==> src/rtl/hazard_stall_unit.sv <==
// hazard_stall_unit
// Stall controller for the five-stage pipeline. It handles the hazards that
// EX-stage forwarding cannot cover:
//   - a load-use dependency gets a one-cycle bubble in ID/EX while PC and
//     IF/ID hold;
//   - a data-memory/cache wait freezes the whole pipeline.
// It also keeps saturating stall statistics and a sticky memory-timeout flag.
//
// Ports
//   clk_i, rst_i       clock, synchronous active-high reset
//   ID_valid_i         ID holds a real instruction
//   ID_rs1_i/rs2_i     ID source registers
//   ID_use_rs2_i       ID instruction really reads rs2
//   EX_MemRead_i       EX instruction is a load
//   EX_Rd_i            EX destination register
//   mem_stall_i        data memory not ready this cycle
//   PCWrite_o          PC update enable
//   IFID_Write_o       IF/ID write enable
//   IDEX_Bubble_o      load a NOP into ID/EX
//   Freeze_o           hold every pipeline register
//   stall_cnt_o        cycles with any stall (saturating)
//   lu_cnt_o           load-use bubbles inserted (saturating)
//   timeout_o          sticky: memory wait reached MEM_TIMEOUT cycles
module hazard_stall_unit #(
  parameter int CNT_W       = 16,
  parameter int MEM_TIMEOUT = 1024
) (
  input  logic             clk_i,
  input  logic             rst_i,
  input  logic             ID_valid_i,
  input  logic [4:0]       ID_rs1_i,
  input  logic [4:0]       ID_rs2_i,
  input  logic             ID_use_rs2_i,
  input  logic             EX_MemRead_i,
  input  logic [4:0]       EX_Rd_i,
  input  logic             mem_stall_i,
  output logic             PCWrite_o,
  output logic             IFID_Write_o,
  output logic             IDEX_Bubble_o,
  output logic             Freeze_o,
  output logic [CNT_W-1:0] stall_cnt_o,
  output logic [CNT_W-1:0] lu_cnt_o,
  output logic             timeout_o
);

  localparam int WAIT_W = $clog2(MEM_TIMEOUT) + 1;

  typedef enum logic [1:0] {
    RUN = 2'd0,
    LU  = 2'd1,
    MEM = 2'd2
  } state_t;

  state_t             state_reg;
  logic [WAIT_W-1:0]  wait_cnt_reg;
  logic [CNT_W-1:0]   stall_cnt_reg;
  logic [CNT_W-1:0]   lu_cnt_reg;
  logic               timeout_reg;

  logic lu_raw;
  logic lu_hit;
  logic bubble_event;

  // x0 is hard-wired zero, so a load targeting it never creates a dependency.
  assign lu_raw = ID_valid_i && EX_MemRead_i && (EX_Rd_i != 5'd0) &&
                  ((EX_Rd_i == ID_rs1_i) || (ID_use_rs2_i && (EX_Rd_i == ID_rs2_i)));

  // The cycle after a bubble the same ID instruction is still visible; the
  // LU state masks it so one load costs at most one bubble.
  assign lu_hit = lu_raw && (state_reg != LU);

  // Freeze wins over a bubble: the held load is re-evaluated once memory
  // wait ends.
  assign bubble_event = !mem_stall_i && lu_hit;

  always_comb begin
    PCWrite_o     = !mem_stall_i && !lu_hit;
    IFID_Write_o  = !mem_stall_i && !lu_hit;
    IDEX_Bubble_o = bubble_event;
    Freeze_o      = mem_stall_i;
    if (rst_i) begin
      // Keep the front end parked and ID/EX flushed while in reset.
      PCWrite_o     = 1'b0;
      IFID_Write_o  = 1'b0;
      IDEX_Bubble_o = 1'b1;
      Freeze_o      = 1'b0;
    end
  end

  always_ff @(posedge clk_i) begin
    if (rst_i) begin
      state_reg     <= RUN;
      wait_cnt_reg  <= '0;
      stall_cnt_reg <= '0;
      lu_cnt_reg    <= '0;
      timeout_reg   <= 1'b0;
    end else begin
      unique case (state_reg)
        RUN: begin
          if (mem_stall_i)      state_reg <= MEM;
          else if (lu_hit)      state_reg <= LU;
          else                  state_reg <= RUN;
        end
        LU: begin
          if (mem_stall_i)      state_reg <= MEM;
          else                  state_reg <= RUN;
        end
        MEM: begin
          if (mem_stall_i)      state_reg <= MEM;
          else if (lu_raw)      state_reg <= LU;
          else                  state_reg <= RUN;
        end
        default:                state_reg <= RUN;
      endcase

      // Consecutive-wait counter; the edge that closes the MEM_TIMEOUT-th
      // stall cycle sets the sticky flag. Holding at all-ones avoids a wrap
      // back through the threshold on very long waits.
      if (mem_stall_i) begin
        if (wait_cnt_reg == WAIT_W'(MEM_TIMEOUT - 1)) timeout_reg <= 1'b1;
        if (wait_cnt_reg != '1) wait_cnt_reg <= wait_cnt_reg + 1'b1;
      end else begin
        wait_cnt_reg <= '0;
      end

      if ((mem_stall_i || lu_hit) && (stall_cnt_reg != '1))
        stall_cnt_reg <= stall_cnt_reg + 1'b1;

      if (bubble_event && (lu_cnt_reg != '1))
        lu_cnt_reg <= lu_cnt_reg + 1'b1;
    end
  end

  assign stall_cnt_o = stall_cnt_reg;
  assign lu_cnt_o    = lu_cnt_reg;
  assign timeout_o   = timeout_reg;

endmodule

==> config.mk <==
export PLATFORM = sky130hd
export DESIGN_NAME = hazard_stall_unit
export DESIGN_NICKNAME = d
export VERILOG_FILES = /design/src/rtl/hazard_stall_unit.sv
export SDC_FILE = /design/constraint.sdc
export NUM_CORES = 1
export LEC_CHECK = 0
export BUFFER_PORTS_ARGS = -buffer_cell sky130_fd_sc_hd__buf_2
export CORE_UTILIZATION = 57
export DETAILED_ROUTE_END_ITERATION = 7
export GPL_TIMING_DRIVEN = 1
export PLACE_DENSITY = 0.84
export SYNTH_ARGS = -nofsm -noshare
export SYNTH_HDL_FRONTEND = slang
export SYNTH_SLANG_ARGS = --single-unit
export TNS_END_PERCENT = 10
==> constraint.sdc <==
create_clock -name clk_i -period 2.9 [get_ports clk_i]
set_input_delay 0.29 -clock clk_i [delete_from_list [all_inputs] [get_ports clk_i]]
set_output_delay 0.29 -clock clk_i [all_outputs]
set_load 0.03 [all_outputs]
==> impl_metrics.toml <==
[clocking]
cts_tree = "done"
clock_latency_ns = 0.30
cts_root_buf = "clkbuf_8"
clkTransAtPathRegs_ns = 0.09
h-tree-depth = 2
cts_resized = 0
clock_path_buffers = 2
hold_buffers = 0
cts_inserted_buffers = 5
cts.sinks = 46
post_cts_buffers = 0

[worst_setup_path]
cp_max_fo = 14
startpoint_type = "register"
reg2reg_depth = 8
critical_path_arrival_ns = 2.50
critPathKind = "register to register"
crit_required_ns = 3.07
endpoint_kind = "register"

[sta]
period_needed_ns = 2.34
setup_viol = 0
rsz0062_at_grt = "no"
timing.fmax_mhz = 428
max_slew_margin_pct = 50.1
tightestPinTransition_ns = 0.749
slew_violations = 0
tns_ns = 0
period_share_pct = 80.6
finClkSkew_ns = 0.00795
finalHoldViolations = 0

[global_routing]
grt_pass1_wl_mm = 8.04
grt_pass1_vias = 1959
grt.overflow.total = 0
grt_max_degree = 42
grtUsageTotal_pct = 22.9
antenna_found_initial = 0

[synth]
synth_ff_type = "dfxtp_1"
async_flop_share_pct = 0
yosys_warnings = 0
synth_area_um2 = 2450
ys_types = 53
yosysSeqAreaShare_pct = 37.6
synth.avg_cell_area_um2 = 8.71
ys_ff_latch = 46
synthCells = 281
syn_nets = 305
synth_edf_count = 0

[final_layout]
final_cells = 386
layout.nets = 359
syn_to_final_growth_pct = 15.3
diodes = 0
drive_gt1_share_pct = 25.0

[placed_design]
place_inst = 378
port_buffers = 57
gp_congestion = 0.763
hpwl_mm = 3.63

[power]
peakVddDrop_v = 0.000356
power_leakage_nw = 1.08
p_per_area_nw_per_um2 = 400

[hold_path]
hold_path_class = "primary input to register"
holdPathStages = 2

[die]
start_util_pct = 60.3
die_x_um = 67.5
row_count = 23
ios = 58
core_area_um2 = 4060
die_y_um = 67.5
die-area_um2 = 4560

[drt]
via_count = 2262
wl_per_cell_um = 12.9
drc = 0
drt_iter0_drc = 167
dr.pass1.iters = 4
drt_wl_total_mm = 4.99
drtAntennaViolNets = 0
avgViaCountPerCell = 5.86

[status]
outcome = "finished clean"

[job]
timing.max_cap.violations = 0
==> logic make-up after synthesis <==
logic type	Yosys count	share of synthesized area [%]
AO/OA/AOI/OAI	70	19.3
XOR/XNOR	19	6.80
adder cells (fa/ha/maj)	3	1.53
buffers and inverters	23	5.06
flip-flops	46	37.6
multiplexers	5	2.55
AND/OR/NAND/NOR	115	27.2
==> critical path, cell delays in order, from the launching register on <==
cell	delay, ns
dfxtp_1	0.42
ha_1	0.19
nand3_1	0.11
nor2_1	0.35
nand2_1	0.11
o2111ai_2	0.51
buf_4	0.27
mux2i_1	0.19
nor2_1	0.05
==> final timing paths <==
path / startpoint / end / slack, ns
setup / recovery: lu_cnt_o[0]$_SDFFE_PP0P_ / lu_cnt_o[1]$_SDFFE_PP0P_ / 0.56
hold / removal: EX_Rd_i[3] / state_reg[0]$_SDFF_PP0_ / 0.31
setup reg to reg: lu_cnt_o[0]$_SDFFE_PP0P_ / lu_cnt_o[1]$_SDFFE_PP0P_ / 0.56
hold reg to reg: state_reg[1]$_SDFF_PP0_ / state_reg[1]$_SDFF_PP0_ / 0.45
==> stage by stage <==
step           total power [mW]  hold WS, ns  utilization [%]  cell area (µm²)  setup slack, ns
2_1_floorplan             0.724        0.405                -             2450            0.330
3_3_place_gp              0.750        0.415             67.3             2730            0.573
3_5_place_dp              0.753        0.435             67.3             2730            0.502
4_1_cts                    1.14        0.302             69.6             2820            0.559
5_1_grt                    1.17        0.334             69.6             2820            0.281
6_report                   1.13        0.311             69.6             2820            0.563
==> Yosys cell counts (3+ instances only) <==
cell type	count	area, µm²
nor2b_1	4	25.0
nand4_1	7	43.8
o21ai_0	9	45.0
ha_1	3	37.5
nand3_1	18	90.1
clkbuf_1	5	18.8
xor2_1	3	26.3
dfxtp_1	46	921
o31ai_1	8	60.1
o21ai_1	4	20.0
inv_1	10	37.5
nor4_1	5	31.3
or3_1	13	81.3
o31a_1	3	26.3
a21oi_1	30	150
or4_1	9	67.6
buf_2	3	15.0
nor2_1	19	71.3
nand2_1	19	71.3
xnor2_1	16	140
and3_1	6	37.5
==> metal layers <==
| layer | global-route usage [%] | part of all wire [%] | vias to the layer above |
|---|---|---|---|
| li1 | - | - | 1143 |
| met1 | 27.9 | 47 | 1057 |
| met2 | 39.7 | 48 | 58 |
| met3 | 6.08 | 4.8 | 4 |
| met4 | 5.59 | 0.70 | 0 |
| met5 | 0 | 0 | - |
==> power breakdown <==
group	leakage [nW]	switching (mW)	internal [mW]
Combinational	0.662	0.0599	0.0377
Sequential	0.371	0.00456	0.636
Clock	0.0441	0.223	0.170
Total	1.08	0.287	0.843
==> area by class of cell <==
| cell class | instances | area, µm² |
|---|---|---|
| Sequential cell | 46 | 921 |
| Clock buffer | 5 | 68.8 |
| Fill cell | 319 | 1230 |
| Timing Repair Buffer | 60 | 308 |
| Inverter | 10 | 37.5 |
| Multi-Input combinational cell | 212 | 1400 |
| Tap cell | 50 | 62.6 |
| Clock inverter | 3 | 21.3 |
==> layout by cell type, fill, tap and decap left out, drive strengths merged, types with 3 or more instances in the layout <==
cell type	n
mux2	4
inv	10
clkbuf	5
o31ai	8
ha	3
a21oi	32
or3	13
nor2	19
nand2	19
xor2	3
nand4	8
and3	6
buf	60
nand3	18
o21ai	14
o31a	3
xnor2	16
or4	9
nor4	7
dfxtp	46
nor2b	5
a211oi	3
Note: power is estimated with default switching activity, not from simulation.
